[config.mk]
export PLATFORM = sky130hd
export DESIGN_NAME = jk_bank_arbiter_flat
export DESIGN_NICKNAME = d
export VERILOG_FILES = /design/src/rtl/jk_arb_pkg.sv /design/src/rtl/jk_bank_arbiter_if.sv /design/src/rtl/jk_ff_cell.sv /design/src/rtl/jk_bank_arbiter.sv /design/src/flat_wrapper.sv
export SDC_FILE = /design/constraint.sdc
export NUM_CORES = 1
export LEC_CHECK = 0
export BUFFER_PORTS_ARGS = -buffer_cell sky130_fd_sc_hd__clkbuf_2
export CORE_UTILIZATION = 51
export CTS_BUF_LIST = sky130_fd_sc_hd__clkbuf_8
export DETAILED_ROUTE_END_ITERATION = 16
export PLACE_DENSITY = 0.89
export SYNTH_ARGS = -nofsm -noshare
export SYNTH_HDL_FRONTEND = slang
export SYNTH_SLANG_ARGS = --single-unit
[constraint.sdc]
create_clock -name clk -period 2.7 [get_ports clk]
set_clock_uncertainty 0.1 [all_clocks]
set_input_delay 0.675 -clock clk [delete_from_list [all_inputs] [get_ports clk]]
set_output_delay 0.675 -clock clk [all_outputs]
set_load 0.005 [all_outputs]
[src/rtl/jk_arb_pkg.sv]
// ============================================================================
// Module      : jk_arb_pkg
// Description : Shared constants and types for the JK bank arbiter.
//               Command encoding is {j,k} and maps directly onto the
//               JK flip-flop inputs.
// Revision    : 1.0 - initial release
// ============================================================================
`default_nettype none

package jk_arb_pkg;

   // Per-bit command encoding, {j,k}
   localparam logic [1:0] CMD_HOLD = 2'b00;
   localparam logic [1:0] CMD_RST  = 2'b01;
   localparam logic [1:0] CMD_SET  = 2'b10;
   localparam logic [1:0] CMD_TGL  = 2'b11;

   // Arbiter FSM: IDLE means no grant this cycle, GNT means exactly one grant
   typedef enum logic [0:0] {
      ST_IDLE = 1'b0,
      ST_GNT  = 1'b1
   } arb_state_t;

endpackage : jk_arb_pkg

`default_nettype wire

[src/rtl/jk_bank_arbiter_if.sv]
// ============================================================================
// Module      : jk_bank_arbiter_if
// Description : Requester-side bus of the JK bank arbiter. The master modport
//               is the requester view, the slave modport the arbiter view.
//               The lock vector exists only when JK_ARB_LOCK_EN is defined.
// Revision    : 1.0 - initial release
// ============================================================================
`default_nettype none

interface jk_bank_arbiter_if #(
   parameter int NREQ  = 4,
   parameter int WIDTH = 8,
   parameter int IDXW  = $clog2(WIDTH)
);

   localparam int LIDW = $clog2(NREQ);

   // Requester -> arbiter
   logic [NREQ-1:0]      req;
   logic [2*NREQ-1:0]    cmd;
   logic [IDXW*NREQ-1:0] idx;
`ifdef JK_ARB_LOCK_EN
   logic [NREQ-1:0]      lock;
`endif

   // Arbiter -> requesters
   logic [NREQ-1:0]      gnt;
   logic                 busy;
   logic [LIDW-1:0]      last_id;
   logic [WIDTH-1:0]     q;
   logic [WIDTH-1:0]     q_bar;

`ifdef JK_ARB_LOCK_EN
   modport master (
      output req, cmd, idx, lock,
      input  gnt, busy, last_id, q, q_bar
   );

   modport slave (
      input  req, cmd, idx, lock,
      output gnt, busy, last_id, q, q_bar
   );
`else
   modport master (
      output req, cmd, idx,
      input  gnt, busy, last_id, q, q_bar
   );

   modport slave (
      input  req, cmd, idx,
      output gnt, busy, last_id, q, q_bar
   );
`endif

endinterface : jk_bank_arbiter_if

`default_nettype wire

[src/rtl/jk_ff_cell.sv]
// ============================================================================
// Module      : jk_ff_cell
// Description : Single JK flip-flop storage bit with a clock enable and an
//               asynchronous active-low reset. q_bar is the exact complement.
// Revision    : 1.0 - initial release
// ============================================================================
`default_nettype none

module jk_ff_cell
   import jk_arb_pkg::*;
(
   input  wire logic clk,
   input  wire logic reset,
   input  wire logic en,
   input  wire logic j,
   input  wire logic k,
   output logic      q,
   output logic      q_bar
);

   logic r_q;

   // JK update, only when enabled; reset clears the bit
   always_ff @(posedge clk or negedge reset) begin
      if (!reset) begin
         r_q <= 1'b0;
      end else if (en) begin
         case ({j, k})
            CMD_RST: r_q <= 1'b0;
            CMD_SET: r_q <= 1'b1;
            CMD_TGL: r_q <= ~r_q;
            default: r_q <= r_q;
         endcase
      end
   end

   assign q     = r_q;
   assign q_bar = ~r_q;

endmodule : jk_ff_cell

`default_nettype wire

[src/rtl/jk_bank_arbiter.sv]
// ============================================================================
// Module      : jk_bank_arbiter
// Description : Round-robin arbiter serialising per-bit JK commands from NREQ
//               requesters onto a bank of WIDTH jk_ff_cell bits, one command
//               per clock, each acknowledged with a one-cycle grant.
//               Optional owner lock enabled by the macro JK_ARB_LOCK_EN.
// Revision    : 1.0 - initial release
// ============================================================================
`default_nettype none

module jk_bank_arbiter
   import jk_arb_pkg::*;
#(
   parameter int NREQ  = 4,
   parameter int WIDTH = 8,
   parameter int IDXW  = $clog2(WIDTH)
) (
   input  wire logic        clk,
   input  wire logic        reset,
   jk_bank_arbiter_if.slave bus
);

   localparam int LIDW = $clog2(NREQ);

   // Registered FSM state and outputs
   arb_state_t        r_state;
   logic [NREQ-1:0]   r_gnt;
   logic [LIDW-1:0]   r_last_id;

   // Arbitration
   logic [NREQ-1:0]   w_elig;
   logic              w_lock_hold;
   logic              w_found;
   logic [LIDW-1:0]   w_win;
   logic [LIDW-1:0]   w_cand;

   // Winner command decode
   logic [1:0]        w_cmd;
   logic [IDXW-1:0]   w_idx;
   logic              w_idx_ok;
   logic [WIDTH-1:0]  w_en;
   logic [WIDTH-1:0]  w_q;
   logic [WIDTH-1:0]  w_q_bar;

   // A requester being acknowledged this cycle sits out the next edge, so a
   // lone requester holding req high alternates grant / no-grant.
   assign w_elig = bus.req & ~r_gnt;

`ifdef JK_ARB_LOCK_EN
   // The current owner (the one holding gnt, which is always last_id) keeps
   // the bank while it holds both req and lock.
   assign w_lock_hold = r_gnt[r_last_id] & bus.req[r_last_id] & bus.lock[r_last_id];
`else
   assign w_lock_hold = 1'b0;
`endif

   // Round-robin search starting at last_id+1; scanning far-to-near leaves the
   // nearest eligible requester as the final assignment.
   always_comb begin
      w_found = 1'b0;
      w_win   = r_last_id;
      w_cand  = '0;
      for (int o = NREQ; o >= 1; o--) begin
         w_cand = LIDW'((int'(r_last_id) + o) % NREQ);
         if (w_elig[w_cand]) begin
            w_found = 1'b1;
            w_win   = w_cand;
         end
      end
      if (w_lock_hold) begin
         w_found = 1'b1;
         w_win   = r_last_id;
      end
   end

   // Select the winner's command and index; out-of-range indices drop the
   // command while the grant is still issued.
   assign w_cmd    = bus.cmd[2*int'(w_win) +: 2];
   assign w_idx    = bus.idx[IDXW*int'(w_win) +: IDXW];
   assign w_idx_ok = (32'(w_idx) < WIDTH);

   // FSM with registered grant and winner history
   always_ff @(posedge clk or negedge reset) begin
      if (!reset) begin
         r_state   <= ST_IDLE;
         r_gnt     <= '0;
         r_last_id <= LIDW'(NREQ - 1);
      end else begin
         case (r_state)
            ST_IDLE, ST_GNT: begin
               if (w_found) begin
                  r_state   <= ST_GNT;
                  r_gnt     <= NREQ'(1) << w_win;
                  r_last_id <= w_win;
               end else begin
                  r_state   <= ST_IDLE;
                  r_gnt     <= '0;
               end
            end
            default: begin
               r_state <= ST_IDLE;
               r_gnt   <= '0;
            end
         endcase
      end
   end

   // Index decode to per-cell enables and the storage bank itself
   generate
      for (genvar b = 0; b < WIDTH; b++) begin : g_cell
         assign w_en[b] = w_found & w_idx_ok & (32'(w_idx) == b);

         jk_ff_cell u_cell (
            .clk   (clk),
            .reset (reset),
            .en    (w_en[b]),
            .j     (w_cmd[1]),
            .k     (w_cmd[0]),
            .q     (w_q[b]),
            .q_bar (w_q_bar[b])
         );
      end
   endgenerate

   assign bus.gnt     = r_gnt;
   assign bus.busy    = (r_state == ST_GNT);
   assign bus.last_id = r_last_id;
   assign bus.q       = w_q;
   assign bus.q_bar   = w_q_bar;

endmodule : jk_bank_arbiter

`default_nettype wire

[src/flat_wrapper.sv]
// flat-port wrapper written by rule: the top's interface ports become plain ports
module jk_bank_arbiter_flat import jk_arb_pkg::*;
#(
   parameter int NREQ  = 4,
   parameter int WIDTH = 8,
   parameter int IDXW  = $clog2(WIDTH)
)
  (clk, reset, bus_req, bus_cmd, bus_idx, bus_gnt, bus_busy, bus_last_id, bus_q, bus_q_bar);
  jk_bank_arbiter_if #(.NREQ(NREQ), .WIDTH(WIDTH), .IDXW(IDXW)) bus_i ();
  input  wire logic clk;
  input  wire logic reset;
  input wire logic [$bits(bus_i.req)-1:0] bus_req;
  input wire logic [$bits(bus_i.cmd)-1:0] bus_cmd;
  input wire logic [$bits(bus_i.idx)-1:0] bus_idx;
  output wire logic [$bits(bus_i.gnt)-1:0] bus_gnt;
  output wire logic [$bits(bus_i.busy)-1:0] bus_busy;
  output wire logic [$bits(bus_i.last_id)-1:0] bus_last_id;
  output wire logic [$bits(bus_i.q)-1:0] bus_q;
  output wire logic [$bits(bus_i.q_bar)-1:0] bus_q_bar;
  assign bus_i.req = bus_req;
  assign bus_i.cmd = bus_cmd;
  assign bus_i.idx = bus_idx;
  assign bus_gnt = bus_i.gnt;
  assign bus_busy = bus_i.busy;
  assign bus_last_id = bus_i.last_id;
  assign bus_q = bus_i.q;
  assign bus_q_bar = bus_i.q_bar;
  jk_bank_arbiter #(.NREQ(NREQ), .WIDTH(WIDTH), .IDXW(IDXW)) u_core (.clk(clk), .reset(reset), .bus(bus_i));
endmodule
==> impl_results.md, run 1 <==
* WL per Instance at 12.3 um
* First-pass GRT wire length at 4260 um
* Die area at 2780 um^2
* Inserted Clock Buffers at 3
* Most Used Layer, Global Route: met2
* Syn. warnings at 0
* Max Slew Vio Count at 0
* XOR/XNOR Fraction of Synth Area at 0%
* Synthesized area per cell at 9.32 um^2
* Largest family of logic cells by synthesized area: simple AND/OR/NAND/NOR gates
* RSZ-0062 raised after global routing: false
* CTS Sinks at 15
* I/O pins at 49
* Crit-path max FO at 6
* WS Path Type: in -> reg
* Commonest cells after routing, fill and taps aside: clkbuf_2 (48), nand2b_1 (17), mux2i_1 (17), dfrtp_1 (13)
* Post-CTS resize count at 0
* R2R cell count at 7
* Compound-Gate Fraction of Synth Area at 16.5%
* Root Buffer: clkbuf_8
* Power Density at 1060 nW/um^2
* Maximum vdd ir drop at 619 uV
* Yosys cell types at 34
* Highest clock rate at 0.431 GHz
* Met2 Use GR at 43.7%
* Crit start category: primary input
* HPWL after detailed placement at 2120 um
* LEAKAGE at 0.000768 uW
* Net count after synthesis at 167
* Cells after Synth at 141
* Total Routing Usage GR at 20.8%
* # rows at 18
* Vias in the first global route at 1084
* Final ANT Viol Nets at 0
* Tmin final at 2.32 ns
* Area delta synth->final at 14.0%
* Worst-path clk slew at 0.06 ns
* GR Layer Usage met1 at 20.1%
* Router iterations before antenna repair at 4
* Via count at 1109
* Multiplexer share of the synthesized area at 16.1%
* Final WL at 2540 um
* Final setup viols at 0
* Initial antenna violation count at 0
* Clk_lat worst skew at 0.25 ns
* Starting DRC count in detailed routing at 26
* Die Wd at 52.8 um
* MaxCap Viol Count at 0
* Worst setup EP type: register
* Synth Area in Simple Gates at 23.8%
* Slew at the pin with the worst max-slew slack at 0.654 ns
* CTS tree: built
* Overall power at 1590 uW
* RePlAce Congestion at 0.795
* Die height at 52.8 um
* Setup TNS at 0 ns
* Starting Density at 53.5%
* CTS Hold Bufs at 0
* Commonest non-fill, non-tap cell in the layout: clkbuf_2
* Post-Synth Adder-Cell Area at 0%
* Number of port buffers at 48
* Core box area at 2450 um^2
* Hold Crit Class: in -> async
* H-tree depth at 1
* Remaining global-route overflow at 0
* Drc violations at 0
* Arr. time, crit path at 2.36 ns
* Fin nets at 203
* Relative slew slack at 56.2%
* Drt via density at 5.38
* Yosys reg bits at 15
* N_diodes at 0
* Largest net degree at the start of global routing at 16
* GR Util met3 at 1.74%
* Cell area after synthesis at 1310 um^2
* Status: complete, no violations
* Post-synthesis sequential area ratio at 28.8%
* Final hold vios at 0
* Maximum clock insertion buffer count at 2
* Period utilisation layout at 85.9%
* CP required at 2.74 ns
* Share of layout cells above drive strength 1 at 41.5%
* Setup Fix Bufs, Post-CTS at 0
-- state kept, by name, indices dropped and copies added, names as in the netlist --
register / cells
u_core.bus.gnt: 4
u_core.bus.last_id: 2
u_core.g_cell.u_cell.q: 8
u_core.bus.busy: 1
-- cells by family (layout without fill, tap and decap cells) --
kind of cell           count (synthesis)  count (layout)
DFF                                   15              15
and+or+nand+nor                       50              50
muxes                                 20              20
AOI/OAI and AO/OA                     25              25
buffers and inverters                 31              66
-- layer usage --
| metal | up-vias | wire length [um] |
|---|---|---|
| li1 | 541 | - |
| met1 | 531 | 972 |
| met2 | 31 | 1440 |
| met3 | 6 | 86 |
| met4 | 0 | 39 |
| met5 | - | 0 |
-- cell usage after synthesis, drive strengths merged --
| cell type | n | area share [%] |
|---|---|---|
| nand3 | 1 | 0.38 |
| a22o | 2 | 1.4 |
| and2 | 1 | 0.57 |
| nor2 | 7 | 2.2 |
| a31oi | 1 | 0.48 |
| mux2i | 20 | 16 |
| buf | 18 | 11 |
| a21boi | 1 | 1.4 |
| nand2 | 12 | 3.4 |
| nor2b | 4 | 3.8 |
| nand2b | 17 | 8.1 |
| o211ai | 1 | 1.6 |
| o31ai | 7 | 4.4 |
| o21ai | 6 | 2.3 |
| and3 | 2 | 0.95 |
| nor3b | 2 | 1.1 |
| nor3 | 2 | 0.76 |
| nand4bb | 1 | 0.86 |
| nor4 | 1 | 1.6 |
| dfrtp | 13 | 25 |
| o221ai | 1 | 0.67 |
| a22oi | 4 | 3.4 |
| dfstp | 2 | 4.0 |
| a21oi | 2 | 0.76 |
| inv | 13 | 3.7 |
-- area by class of cell --
type / instances / area (um^2)
Timing Repair Buffer: 49 / 248
Clock buffer: 3 / 41.3
Sequential cell: 15 / 378
Clock inverter: 1 / 3.75
Inverter: 13 / 48.8
Multi-Input combinational cell: 95 / 741
Tap cell: 30 / 37.5
Fill cell: 208 / 957
-- power breakdown --
group          internal (uW)  switching (uW)  total [uW]
Combinational            450             509         959
Clock                    101            74.2         175
Sequential               339             115         455
-- worst max-delay path, stage by stage --
cell,delay [ns]
clkbuf_2,0.08
nor2b_4,0.14
o31ai_2,0.58
buf_4,0.29
mux2i_1,0.32
nor3b_1,0.22
nor2_1,0.06
-- through the flow --
step	hold slack (ns)	util, %	instances	cell area, um^2	worst slack, ns
2_1_floorplan	0.279	-	141	1310	0.563
3_3_place_gp	0.398	59.2	202	1450	0.185
3_5_place_dp	0.395	59.2	202	1450	0.122
4_1_cts	0.233	61.0	206	1500	0.373
5_1_grt	0.261	61.0	206	1500	0.217
6_report	0.225	61.0	206	1500	0.380
-- final timing paths --
path                                                 from                        end  slack (ns)
worst max-delay path                           bus_req[2]  u_core.g_cell[2].u_cell.q        0.38
worst min-delay path                                reset  u_core.g_cell[7].u_cell.q        0.22
worst max register to register      u_core.bus.last_id[0]  u_core.g_cell[2].u_cell.q        0.51
worst min register to register  u_core.g_cell[3].u_cell.q  u_core.g_cell[3].u_cell.q        0.41
max in group asynchronous                           reset      u_core.bus.last_id[1]        1.97
min in group clk                u_core.g_cell[3].u_cell.q  u_core.g_cell[3].u_cell.q        0.41
Power figures use the tool's default switching activity.
==> run 2, diff against run 1 <==
--- a/config.mk
+++ b/config.mk
@@ -5,8 +5,9 @@
 export SDC_FILE = /design/constraint.sdc
 export NUM_CORES = 1
 export LEC_CHECK = 0
+export ABC_AREA = 1
 export BUFFER_PORTS_ARGS = -buffer_cell sky130_fd_sc_hd__clkbuf_2
-export CORE_UTILIZATION = 51
+export CORE_UTILIZATION = 52
 export CTS_BUF_LIST = sky130_fd_sc_hd__clkbuf_8
 export DETAILED_ROUTE_END_ITERATION = 16
 export PLACE_DENSITY = 0.89
==> run 2 against run 1 <==
Effect of this change:
- via count grew 27%
- critical path depth rose by 6
- first-iteration DRC count is 77% higher
- worst setup slack got worse by 0.17 ns
- wire length grew 25%
- register-to-register slack worse by 0.30 ns
- area after synthesis up 11%
- global-route usage increased by 2.5 points
- utilization increased by 3.0 points
- final cell count up 33%
- critical path type is now reg -> reg
==> impl_results.md, run 2 <==
* Largest net degree at the start of global routing at 16
* R2R cell count at 13
* Setup TNS at 0 ns
* Root Buffer: clkbuf_8
* N_diodes at 0
* Area delta synth->final at 13.1%
* WL per Instance at 11.6 um
* Total Routing Usage GR at 23.4%
* Final ANT Viol Nets at 0
* Post-synth EDFFs at 0
* Hold Crit Class: in -> async
* Clk_lat worst skew at 0.25 ns
* Syn. warnings at 0
* RR Endpoint: u_core.g_cell[0].u_cell.q
* Synthesized area per cell at 6.99 um^2
* Number of port buffers at 48
* # rows at 18
* I/O pins at 49
* Share of the synthesized area in the top cell type at 22.4%
* Die Wd at 54.9 um
* Area after DPL at 1600 um^2
* CP peak stage delay at 0.72 ns
* CTS Hold Bufs at 0
* Router iterations before antenna repair at 4
* Final hold vios at 0
* Maximum clock insertion buffer count at 2
* Top post-synthesis cells by area: dfrtp_1 (22%), nand3_1 (16%), nand2_1 (14%)
* Async S/R FF share, synth at 100%
* Fin nets at 270
* RePlAce Congestion at 0.887
* Worst setup EP type: register
* Cell area after synthesis at 1450 um^2
* Setup slack, reg-to-reg at 0.21 ns
* Most used flip-flop cell after synthesis: dfrtp_1
* CTS Sinks at 15
* Net count after synthesis at 234
* Die area at 3010 um^2
* Die height at 54.9 um
* Yosys cell types at 27
* CTS tree: built
* Drc violations at 0
* Number of stages on the worst setup path at 13
* Status: complete, no violations
* Crit start category: register
* Relative slew slack at 74.9%
* Synth cell count leaders: nand2_1 (53), nand3_1 (47), inv_1 (28)
* Max Slew Vio Count at 0
* H-tree depth at 1
* Highest clock rate at 0.401 GHz
* HPWL after detailed placement at 2500 um
* Worst-path clk slew at 0.06 ns
* Worst path most repeated cell: nand2_1
* Share of layout cells above drive strength 1 at 35.4%
* Count leader, synth: nand2_1
* Reg-to-Reg Start: u_core.bus.last_id[0]
* Via count at 1403
* RSZ-0062 raised after global routing: false
* WS Path Type: reg -> reg
* Slowest CP cell: dfstp_4
* Area leader, netlist: dfrtp_1
* Buf/Inv on CP at 2
* Post-synthesis sequential area ratio at 26.0%
* Flip-flop count of the largest register after layout at 8
* Final Cell Area at 1640 um^2
* Commonest cells after routing, fill and taps aside: nand2_1 (53), clkbuf_2 (48), nand3_1 (47), inv_1 (29), dfrtp_1 (13)
* Commonest non-fill, non-tap cell in the layout: nand2_1
* Crit-path max FO at 8
* Arr. time, crit path at 2.54 ns
* CP required at 2.75 ns
* Crit-path cells: inv_6 -> o21ai_2 -> nand2_1 -> nand2_1 -> o21bai_1 -> nand2_1 -> buf_4 -> nand3_1 -> nand2_1 -> nor2_2 -> nand3_1 -> nand2_1 -> nand2_1
* Final setup viols at 0
* Period utilisation layout at 92.3%
* Tmin final at 2.49 ns
* Crit path max-delay family: simple AND/OR/NAND/NOR gates
* Starting Density at 56.6%
* Cells after Synth at 208
* Slew at the pin with the worst max-slew slack at 0.376 ns
* First-pass GRT wire length at 5100 um
* Final WL at 3160 um
* Inserted Clock Buffers at 3
* Initial antenna violation count at 0
* Setup Fix Bufs, Post-CTS at 0
* Post-CTS resize count at 0
* Starting DRC count in detailed routing at 46
* Vias in the first global route at 1197
* Remaining global-route overflow at 0
* MaxCap Viol Count at 0
* Drt via density at 5.14
* Yosys reg bits at 15
* Core box area at 2570 um^2
-- run 2: changes by cell type after synthesis, moves of 5 or more --
cell	delta
nand2_2	+5
nand2_4	+8
o21ai_1	-6
nand2b_1	-17
nand2_1	+41
o31ai_1	-6
inv_1	+17
mux2i_1	-17
nor2_4	+5
nand3_1	+46
-- run 2: final cells by class --
type,count,area [um^2]
inverters,31,124
clock buffers,3,41.3
flip-flops and latches,15,382
well taps,30,37.5
clock inverters,1,3.75
fillers,232,923
multi-input cells,143,801
repair buffers,50,255
-- run 2: stage by stage --
step | util, % | std cells | hold slack (ns) | setup WS (ns)
2_1_floorplan | - | 208 | 0.279 | 0.528
3_3_place_gp | 62.1 | 269 | 0.401 | 0.291
3_5_place_dp | 62.1 | 269 | 0.415 | 0.209
4_1_cts | 63.9 | 273 | 0.246 | 0.193
5_1_grt | 64.0 | 273 | 0.246 | 0.0228
6_report | 64.0 | 273 | 0.229 | 0.209
-- run 2: cell families after synthesis --
group / Yosys count / share of synthesized area [%]
AO/OA/AOI/OAI: 4 / 2.32
XOR/XNOR: 1 / 1.12
buffers and inverters: 50 / 18.9
flip-flops: 15 / 26.0
AND/OR/NAND/NOR: 138 / 51.6
-- run 2: metal layers --
layer | up-vias | GRT usage (%) | wire, um
met3 | 5 | 3.06 | 200
met5 | - | 0 | 0
met4 | 0 | 8.97 | 41
li1 | 711 | - | -
met2 | 67 | 36.9 | 1500
met1 | 620 | 31.8 | 1420
-- run 2: worst max-delay path by stage --
| stage | from | to | slack (ns) |
|---|---|---|---|
| global route | u_core.bus.last_id[0] | u_core.g_cell[0].u_cell.q | 0.02 |
| detailed placement | u_core.bus.last_id[0] | u_core.g_cell[0].u_cell.q | 0.21 |
| floorplan | u_core.bus.last_id[0] | u_core.g_cell[1].u_cell.q | 0.53 |
| global placement | u_core.bus.last_id[0] | u_core.g_cell[0].u_cell.q | 0.29 |
| CTS | u_core.bus.last_id[0] | u_core.g_cell[0].u_cell.q | 0.19 |
| finish | u_core.bus.last_id[0] | u_core.g_cell[0].u_cell.q | 0.21 |
Power of run 2 is not shown: default switching activity piles up to over one toggle a cycle in this logic, so the estimate is an artifact.
==> run 3, diff against run 2 <==
--- a/config.mk
+++ b/config.mk
@@ -7,10 +7,10 @@
 export LEC_CHECK = 0
 export ABC_AREA = 1
 export BUFFER_PORTS_ARGS = -buffer_cell sky130_fd_sc_hd__clkbuf_2
-export CORE_UTILIZATION = 52
+export CORE_UTILIZATION = 47
 export CTS_BUF_LIST = sky130_fd_sc_hd__clkbuf_8
 export DETAILED_ROUTE_END_ITERATION = 16
-export PLACE_DENSITY = 0.89
+export PLACE_DENSITY = 0.85
 export SYNTH_ARGS = -nofsm -noshare
 export SYNTH_HDL_FRONTEND = slang
 export SYNTH_SLANG_ARGS = --single-unit
==> constraint.sdc (replaced) <==
create_clock -name clk -period 2 [get_ports clk]
set_clock_uncertainty 0.1 [all_clocks]
set_input_delay 0.5 -clock clk [delete_from_list [all_inputs] [get_ports clk]]
set_output_delay 0.5 -clock clk [all_outputs]
set_load 0.005 [all_outputs]
==> run 3 against run 2 <==
Effect of this change:
- the flow now finishes with violations (DRC, setup timing)
- flip-flop and latch count stayed put
- hold slack worse by 0.18 ns
- die area grew 10%
- first-iteration DRC count increased by 6.5%
- wire length is 29% higher
- via count is 13% higher
- non-clock buffer count rose by 24
- count of clock-buffer cells in the layout unchanged
- fmax grew 6.4%
- utilization grew 8.1 points
- largest cell class unchanged
==> impl_results.md, run 3 (synthesis gave the netlist of run 2 again) <==
* Share of layout cells above drive strength 1 at 54.9%
* Crit-path max FO at 7
* H-tree depth at 1
* Final WS setup at -0.340 ns
* Relative slew slack at 76.3%
* Flip-flop count of the largest register after layout at 8
* Total Routing Usage GR at 23.1%
* CTS Hold Bufs at 0
* Drt via density at 5.30
* Arr. time, crit path at 2.38 ns
* Drc violations at 2
* Buf/Inv on CP at 4
* Router iterations before antenna repair at 14
* Final WL at 4080 um
* Status: complete, but fails checks
* Number of port buffers at 48
* Worst setup EP type: register
* Largest net degree at the start of global routing at 16
* Final setup viols at 13
* Starting Density at 51.0%
* First-pass GRT wire length at 6010 um
* Hold Crit Class: in -> async
* Vias in the first global route at 1432
* Via count at 1584
* Worst-path clk slew at 0.06 ns
* N_diodes at 0
* CTS Sinks at 15
* I/O pins at 49
* Register area at 378 um^2
* HPWL after detailed placement at 2550 um
* Fin nets at 295
* Final hold vios at 0
* Remaining global-route overflow at 0
* Final ANT Viol Nets at 0
* RePlAce Congestion at 0.876
* CP required at 2.03 ns
* Core box area at 2850 um^2
* Clk_lat worst skew at 0.24 ns
* MaxCap Viol Count at 0
* Maximum clock insertion buffer count at 2
* Initial antenna violation count at 0
* Multi-input logic area at 1010 um^2
* Inserted Clock Buffers at 3
* Area delta synth->final at 41.6%
* CTS tree: built
* Starting DRC count in detailed routing at 49
* Setup TNS at -3.21 ns
* Commonest non-fill, non-tap cell in the layout: clkbuf_2
* CP peak stage delay at 0.64 ns
* Highest clock rate at 0.427 GHz
* Crit path max-delay family: simple AND/OR/NAND/NOR gates
* WS Path Type: reg -> reg
* Die height at 57.6 um
* Root Buffer: clkbuf_8
* Slew at the pin with the worst max-slew slack at 0.356 ns
* Die Wd at 57.6 um
* Fillers at 193
* Die area at 3320 um^2
* Violated checks: DRC, setup timing
* Period utilisation layout at 117%
* WL per Instance at 13.6 um
* Crit start category: register
* Max Slew Vio Count at 0
* Slowest CP cell: dfstp_2
* RSZ-0062 raised after global routing: true
* Commonest cells after routing, fill and taps aside: clkbuf_2 (48), nand2_1 (41), inv_1 (26), nand3_1 (26), nand3_2 (24)
* Crit-path cells: inv_6 -> o21ai_4 -> nand2_1 -> nand2_2 -> inv_4 -> nand3_4 -> buf_6 -> buf_4 -> nand3_2 -> nand3_2 -> nand2_4 -> nor2_4 -> nand3_2 -> nand2_1 -> nand2_1
* Tmin final at 2.34 ns
* # rows at 19
run 3: path summary, 6_finish.rpt:
path                                           startpoint                         to  slack (ns)  cells after the start
worst min-delay path                                reset  u_core.g_cell[7].u_cell.q        0.05                      1
min in group clk                u_core.g_cell[0].u_cell.q  u_core.g_cell[0].u_cell.q        0.43                      2
worst min register to register  u_core.g_cell[0].u_cell.q  u_core.g_cell[0].u_cell.q        0.43                      2
worst max register to register      u_core.bus.last_id[0]  u_core.g_cell[7].u_cell.q       -0.34                     15
max in group asynchronous                           reset      u_core.bus.last_id[1]        1.44                      1
worst max-delay path                u_core.bus.last_id[0]  u_core.g_cell[7].u_cell.q       -0.34                     15
run 3: what timing repair did:
action / 4_1_cts / 5_1_grt
cloned: 1 / 0
buffers inserted: 7 / 3
setup endpoints to repair: 10 / 13
pin swaps: 22 / 19
hold endpoints to repair: 0 / 0
resized for setup: 26 / 24
run 3: area by class of cell:
class,instances,area share [%]
Multi-Input combinational cell,144,49.2
Tap cell,31,1.88
Timing Repair Buffer,74,22.2
Sequential cell,15,18.4
Inverter,31,6.02
Clock buffer,3,2.01
Clock inverter,1,0.243
run 3: routing by layer:
metal | global-route usage, % | share of wire [%] | up-vias
li1 | - | - | 765
met4 | 11.1 | 2.6 | 0
met1 | 28.1 | 44 | 732
met2 | 41.0 | 49 | 73
met5 | 0 | 0 | -
met3 | 2.23 | 4.3 | 14
run 3: metrics by stage:
step | instance area, um^2 | util [%] | setup WS, ns | std cells | hold slack [ns]
after floorplan | 1450 | - | -0.165 | 208 | 0.104
final | 2060 | 72.1 | -0.340 | 299 | 0.0502
after global routing | 2060 | 72.1 | -0.470 | 299 | 0.0831
after global placement | 1700 | 59.6 | -0.270 | 284 | 0.325
after detailed placement | 1700 | 59.6 | -0.303 | 284 | 0.323
after CTS | 1930 | 67.6 | -0.275 | 296 | 0.0636
Power of run 3 is left out for the same reason.
